$ cat src/rtl/counter_sequencer.sv
// counter_sequencer
//   Sequences a width-bit up-counter through one-shot or auto-reload runs
//   toward a host-programmed terminal value. Supports pause (hold), stop
//   (abort to IDLE) and restart, and keeps a tally of completed periods.
//
// Ports
//   clk      in   1      rising-edge clock
//   rst      in   1      synchronous active-high reset
//   start    in   1      begin/restart; limit and mode sampled on this edge
//   stop     in   1      abort sequence, return to IDLE
//   pause    in   1      level; counter holds while high (RUN/HOLD only)
//   mode     in   1      0 = one-shot, 1 = auto-reload
//   limit    in   width  terminal count value (0 rejects the start)
//   count    out  width  current counter value
//   busy     out  1      state is RUN or HOLD
//   paused   out  1      state is HOLD
//   done     out  1      one-cycle pulse at each terminal count
//   err      out  1      one-cycle pulse when a start is rejected
//   periods  out  8      done pulses since last accepted start (wraps)
module counter_sequencer #(
    parameter int unsigned width = 4
) (
    input  logic             clk,
    input  logic             rst,
    input  logic             start,
    input  logic             stop,
    input  logic             pause,
    input  logic             mode,
    input  logic [width-1:0] limit,
    output logic [width-1:0] count,
    output logic             busy,
    output logic             paused,
    output logic             done,
    output logic             err,
    output logic [7:0]       periods
);

    typedef enum logic [1:0] {
        IDLE = 2'd0,
        RUN  = 2'd1,
        HOLD = 2'd2
    } state_t;

    state_t           state_q, state_d;
    logic [width-1:0] count_d;
    logic [width-1:0] limit_q, limit_d;
    logic             mode_q, mode_d;
    logic [7:0]       periods_d;
    logic             done_d, err_d;
    logic             busy_d, paused_d;

    always_ff @(posedge clk) begin
        if (rst) begin
            state_q <= IDLE;
            count   <= '0;
            limit_q <= '0;
            mode_q  <= 1'b0;
            periods <= '0;
            done    <= 1'b0;
            err     <= 1'b0;
            busy    <= 1'b0;
            paused  <= 1'b0;
        end else begin
            state_q <= state_d;
            count   <= count_d;
            limit_q <= limit_d;
            mode_q  <= mode_d;
            periods <= periods_d;
            done    <= done_d;
            err     <= err_d;
            busy    <= busy_d;
            paused  <= paused_d;
        end
    end

    always_comb begin
        state_d   = state_q;
        count_d   = count;
        limit_d   = limit_q;
        mode_d    = mode_q;
        periods_d = periods;
        done_d    = 1'b0;
        err_d     = 1'b0;

        if (stop) begin
            state_d = IDLE;
            count_d = '0;
        end else if (start && (limit != '0)) begin
            limit_d   = limit;
            mode_d    = mode;
            count_d   = '0;
            periods_d = '0;
            state_d   = RUN;
        end else begin
            // A rejected start only flags err; the run keeps advancing.
            if (start) begin
                err_d = 1'b1;
            end
            if (state_q != IDLE) begin
                if (pause) begin
                    state_d = HOLD;
                end else if (count == limit_q) begin
                    count_d   = '0;
                    done_d    = 1'b1;
                    periods_d = periods + 8'd1;
                    state_d   = mode_q ? RUN : IDLE;
                end else begin
                    count_d = count + {{(width-1){1'b0}}, 1'b1};
                    state_d = RUN;
                end
            end
        end

        // Status flags are registered from the next state so they line up
        // with count on the same cycle.
        busy_d   = (state_d != IDLE);
        paused_d = (state_d == HOLD);
    end

endmodule

$ cat config.mk
export PLATFORM = sky130hd
export DESIGN_NAME = counter_sequencer
export DESIGN_NICKNAME = d
export VERILOG_FILES = /design/src/rtl/counter_sequencer.sv
export SDC_FILE = /design/constraint.sdc
export NUM_CORES = 1
export LEC_CHECK = 0
export BUFFER_PORTS_ARGS = -buffer_cell sky130_fd_sc_hd__buf_2
export CORE_MARGIN = 8
export CORE_UTILIZATION = 51
export CTS_CLUSTER_DIAMETER = 120
export CTS_CLUSTER_SIZE = 10
export DETAILED_ROUTE_END_ITERATION = 12
export PLACE_DENSITY = 0.75
export SYNTH_ARGS = -nofsm -noshare
export SYNTH_HDL_FRONTEND = slang
export SYNTH_SLANG_ARGS = --single-unit
$ cat constraint.sdc
create_clock -name clk -period 1.59 [get_ports clk]
set_input_delay 0.318 -clock clk [delete_from_list [all_inputs] [get_ports clk]]
set_output_delay 0.318 -clock clk [all_outputs]
set_load 0.02 [all_outputs]
# Word level (Yosys, flattened, before mapping)
# Index checks and enable logic that the tools add are counted.
[totals]
regBits = 23
inputBits = 10
[classes]
addsub = 2
eq_ne = 3
muxes = 13
n_bitwise = 3
reduce_logical = 11
[op_table]
columns = ["op", "count"]
rows = [
  ["two-way mux 8 bit", 4],
  ["adder 8 x 1 -> 8 bit (second input constant)", 1],
  ["two-way mux 2 bit", 4],
  ["nonzero test 2 bit", 4],
  ["OR reduction 5 bit", 1],
  ["adder 4 x 1 -> 4 bit (second input constant)", 1],
  ["== test 4 bit", 1],
  ["two-way mux 1 bit", 4],
  ["two-way mux 4 bit", 1],
  ["AND reduction 2 bit", 2],
  ["AND reduction 4 bit", 1],
  ["nonzero test 4 bit", 1],
  ["inverter 1 bit", 3],
  ["OR reduction 3 bit", 1],
  ["== test 2 bit (second input constant)", 1],
  ["!= test 2 x 1 -> 1 bit (second input constant)", 1],
  ["logical AND 1 bit", 1],
]

# Logic depth before layout (Yosys ltp)
[logic_depth]
ltp_word = 7
mapped_depth = 6
depth_no_buf = 4

# Worst setup path after synthesis
# No wires, ideal clock.
[synth_timing]
path_kind = "flip-flop to flip-flop"
from = "register count[0]"
to = "register periods[4]"
arrival_ps = 1550
slack_ps = -30
stages_incl_launch_ff = 6
synth_period_minus_slack_ps = 1620
cell_sequence = "dfxtp_1 xnor2_1 nand4_1 buf_2 or4_1 a21oi_1"
[synth_via]
elab_chain_len = 3
[synth_rtl]
columns = ["element", "line", "source"]
rows = [
  ["start, declared", "30", "output logic [width-1:0] count,"],
  ["start signal, assigned", "65", "count <= count_d;"],
  ["== test 4 bit", "102", "end else if (count == limit_q) begin"],
  ["nonzero test 2 bit (no line)", "n/a", ""],
  ["AND reduction 4 bit (no line)", "n/a", ""],
  ["end signal, assigned", "68", "periods <= periods_d;"],
  ["end, declared", "35", "output logic [7:0] periods"],
]
# Every way passes these cells.
# A chain may end at the register's enable or synchronous reset.

# Worst setup path after layout
[layout_timing]
from = "register count[3]"
to = "register periods[7]"
# Same word-level chain as after synthesis.

==> results.md <==
- Combinational share of power: 13.1%
- Setup Viol. Count Final: 0
- Pin count of the biggest net entering global routing: 14
- DIE HEIGHT: 60.9 um
- Worst Setup Start Kind: flip-flop
- Most frequent cells in the layout: 25 x buf_2, 19 x dfxtp_1, 14 x nand2_1
- # clock sinks: 23
- First-pass GRT wire length: 3750 um
- VDD IR max: 0.470 mV
- ANT cells: 0
- Slew margin rel.: 78.8%
- Synthesized area: 1030 um2
- Clk Latency, worst-skew pair: 0.30 ns
- CTS Buffer Depth: 2
- Die Wd: 60.9 um
- Total routing usage reported by global routing: 13.2%
- Routability-driven placement congestion ratio: 0.767
- Die ar.: 3710 um2
- Sequential element share of the synthesized area: 44.7%
- Congestion Overflow GR: 0
- I/O pin cnt: 26
- Total power: 0.981 mW
- Vias/cell: 5.56
- Initial antenna violation count: 0
- CTS tree: yes
- Post-Syn Instances: 119
- Final Max Slew Viols: 0
- Mapped Avg Cell Area: 8.65 um2
- Iteration-0 DRC Markers: 29
- Most common cell after layout, fill and taps aside: buf_2
- Worst Path Max Fanout: 10
- Worst Reg2Reg Path Length in Cells: 5
- Hold depth: 3
- Lkg Pwr: 0.524 nW
- Outcome: completed
- DR WL/cell: 13.3 um
- Clock group share of total power: 26.9%
- Remaining DRCs: 0
- Sequential Power Share: 60.0%
- I/O Buffers: 25
- Final Hold Viols: 0
- Clock Skews: 0.00640 ns
- Cell Int Power: 0.737 mW
- NetSw: 0.245 mW
- Fmax: 0.648 GHz
- WHS: 0.239 ns
- Core area: 1940 um2
- Crit path DAT: 1.79 ns
- Worst Path Required: 1.84 ns
- RSZ-0062 raised after global routing: true
- Mapped Nets: 131
- Cts bufs inserted: 3
- Initial core utilization: 53.0%
- Crit path kind: reg -> reg
- CTS H-Tree Depth: 1
- Synth warn: 0
- Main area contributors after synthesis: dfxtp_1 45%, a21oi_1 6.8%, nand2_1 5.1%
- Vias in the first global route: 864
- Final period demand of the worst path: 1.54 ns
- Reg clk slew, reported paths: 0.12 ns
- CP Capture Type: flip-flop
- Final period utilization: 97.1%
- Switching Fraction: 24.9%
- Library cells used by synthesis: 29
- ANT nets after route: 0
- Multi-input combinational cell area: 564 um2
- Vias: 1006
- Register bit total from synthesis: 23
- Storage element area: 470 um2
- Hpwl dp: 1810 um
- Yosys top cell area share: 44.7%
- Least-Margin Pin Slew: 0.314 ns
- Nets: 167
- Max_cap viols: 0
- DRT Pass-1 Iters: 4
- Power Density: 745 nW/um2
- Area grow syn2layout: 27.9%
- Worst hold path type: in -> reg
- Final WL: 2400 um
- Root Driver: clkbuf_4
- Fraction of layout cells with a size suffix above 1: 33.8%
- Fillers: 173
- Row cnt: 16
- Area leader, netlist: dfxtp_1
## critical path: stages (launching register included)
cell     delay (ns)
dfxtp_4        0.38
xnor2_1        0.13
nand4_1        0.15
buf_6          0.17
or4_1          0.52
a21oi_2        0.14
## Yosys cell counts, drive strengths merged
| library cell | number |
|---|---|
| a21boi | 2 |
| a21oi | 14 |
| a31oi | 2 |
| and3 | 2 |
| buf | 2 |
| clkbuf | 4 |
| dfxtp | 23 |
| ha | 2 |
| inv | 1 |
| mux2i | 2 |
| nand2 | 14 |
| nand3 | 6 |
| nand3b | 2 |
| nand4 | 3 |
| nand4b | 1 |
| nor2 | 6 |
| nor3 | 2 |
| o21ai | 9 |
| o21ba | 1 |
| o21bai | 1 |
| o31ai | 4 |
| o32ai | 1 |
| o41a | 1 |
| o41ai | 1 |
| or2 | 1 |
| or3 | 3 |
| or3b | 1 |
| or4 | 4 |
| xnor2 | 4 |
## path summary, 6_finish.rpt
check / start / end / slack [ns]
worst max register to register: count[3] / periods[7] / 0.05
worst max-delay path: count[3] / periods[7] / 0.05
worst min register to register: periods[7] / periods[7] / 0.50
worst min-delay path: mode / mode_q / 0.24
## kinds of logic after synthesis
family | after synthesis | share of synthesized area, %
AOI/OAI and AO/OA | 36 | 22.0
xor gates and xnor gates | 4 | 3.40
adders and majority gates | 2 | 2.43
buffers and inverters | 7 | 2.79
DFF | 23 | 44.7
muxes | 2 | 1.94
and+or+nand+nor | 45 | 22.7
## per-stage QoR
stage               setup slack [ns]  utilization [%]  cells  TNS [ns]  area (um2)
finish                        0.0466             67.8    181         0        1320
global route                 -0.0345             67.8    181   -0.0562        1320
CTS                           0.0132             65.3    179         0        1270
detailed placement            0.0390             64.0    175         0        1240
global placement              0.0646             64.0    175         0        1240
floorplan                   0.000842                -    119         0        1030
## sequential cells by signal, indices dropped and copies added (netlist names)
signal   flops
err          1
state_q      2
busy         1
periods      8
paused       1
done         1
mode_q       1
count        4
limit_q      4
## area by class of cell
class | instances | area share, %
Timing Repair Buffer | 37 | 16.6
Multi-Input combinational cell | 89 | 42.8
Clock buffer | 4 | 1.99
Tap cell | 27 | 2.56
Sequential cell | 23 | 35.7
Inverter | 1 | 0.285
## metal layers
| metal | wire, um | GRT usage [%] | vias to the layer above |
|---|---|---|---|
| met4 | 12 | 3.99 | 0 |
| met3 | 105 | 3.18 | 2 |
| met1 | 1120 | 16.8 | 471 |
| li1 | - | - | 507 |
| met2 | 1160 | 21.3 | 26 |
| met5 | 0 | 0 | - |
## timing repair
action | in CTS | in global routing
setup buffers | 0 | 2
endpoints found under the hold margin | 0 | 0
resized for setup | 0 | 9
hold buffers | 0 | 0
endpoints found under the setup margin | 0 | 6
## power groups by stage
stage	Clock (mW)	Sequential [mW]	Combinational [mW]
2_1_floorplan	0	0.607	0.0628
3_3_place_gp	0	0.604	0.107
3_5_place_dp	0	0.605	0.112
4_1_cts	0.269	0.592	0.112
5_1_grt	0.297	0.590	0.140
6_report	0.264	0.589	0.129
(Power assumes the default switching activity.)
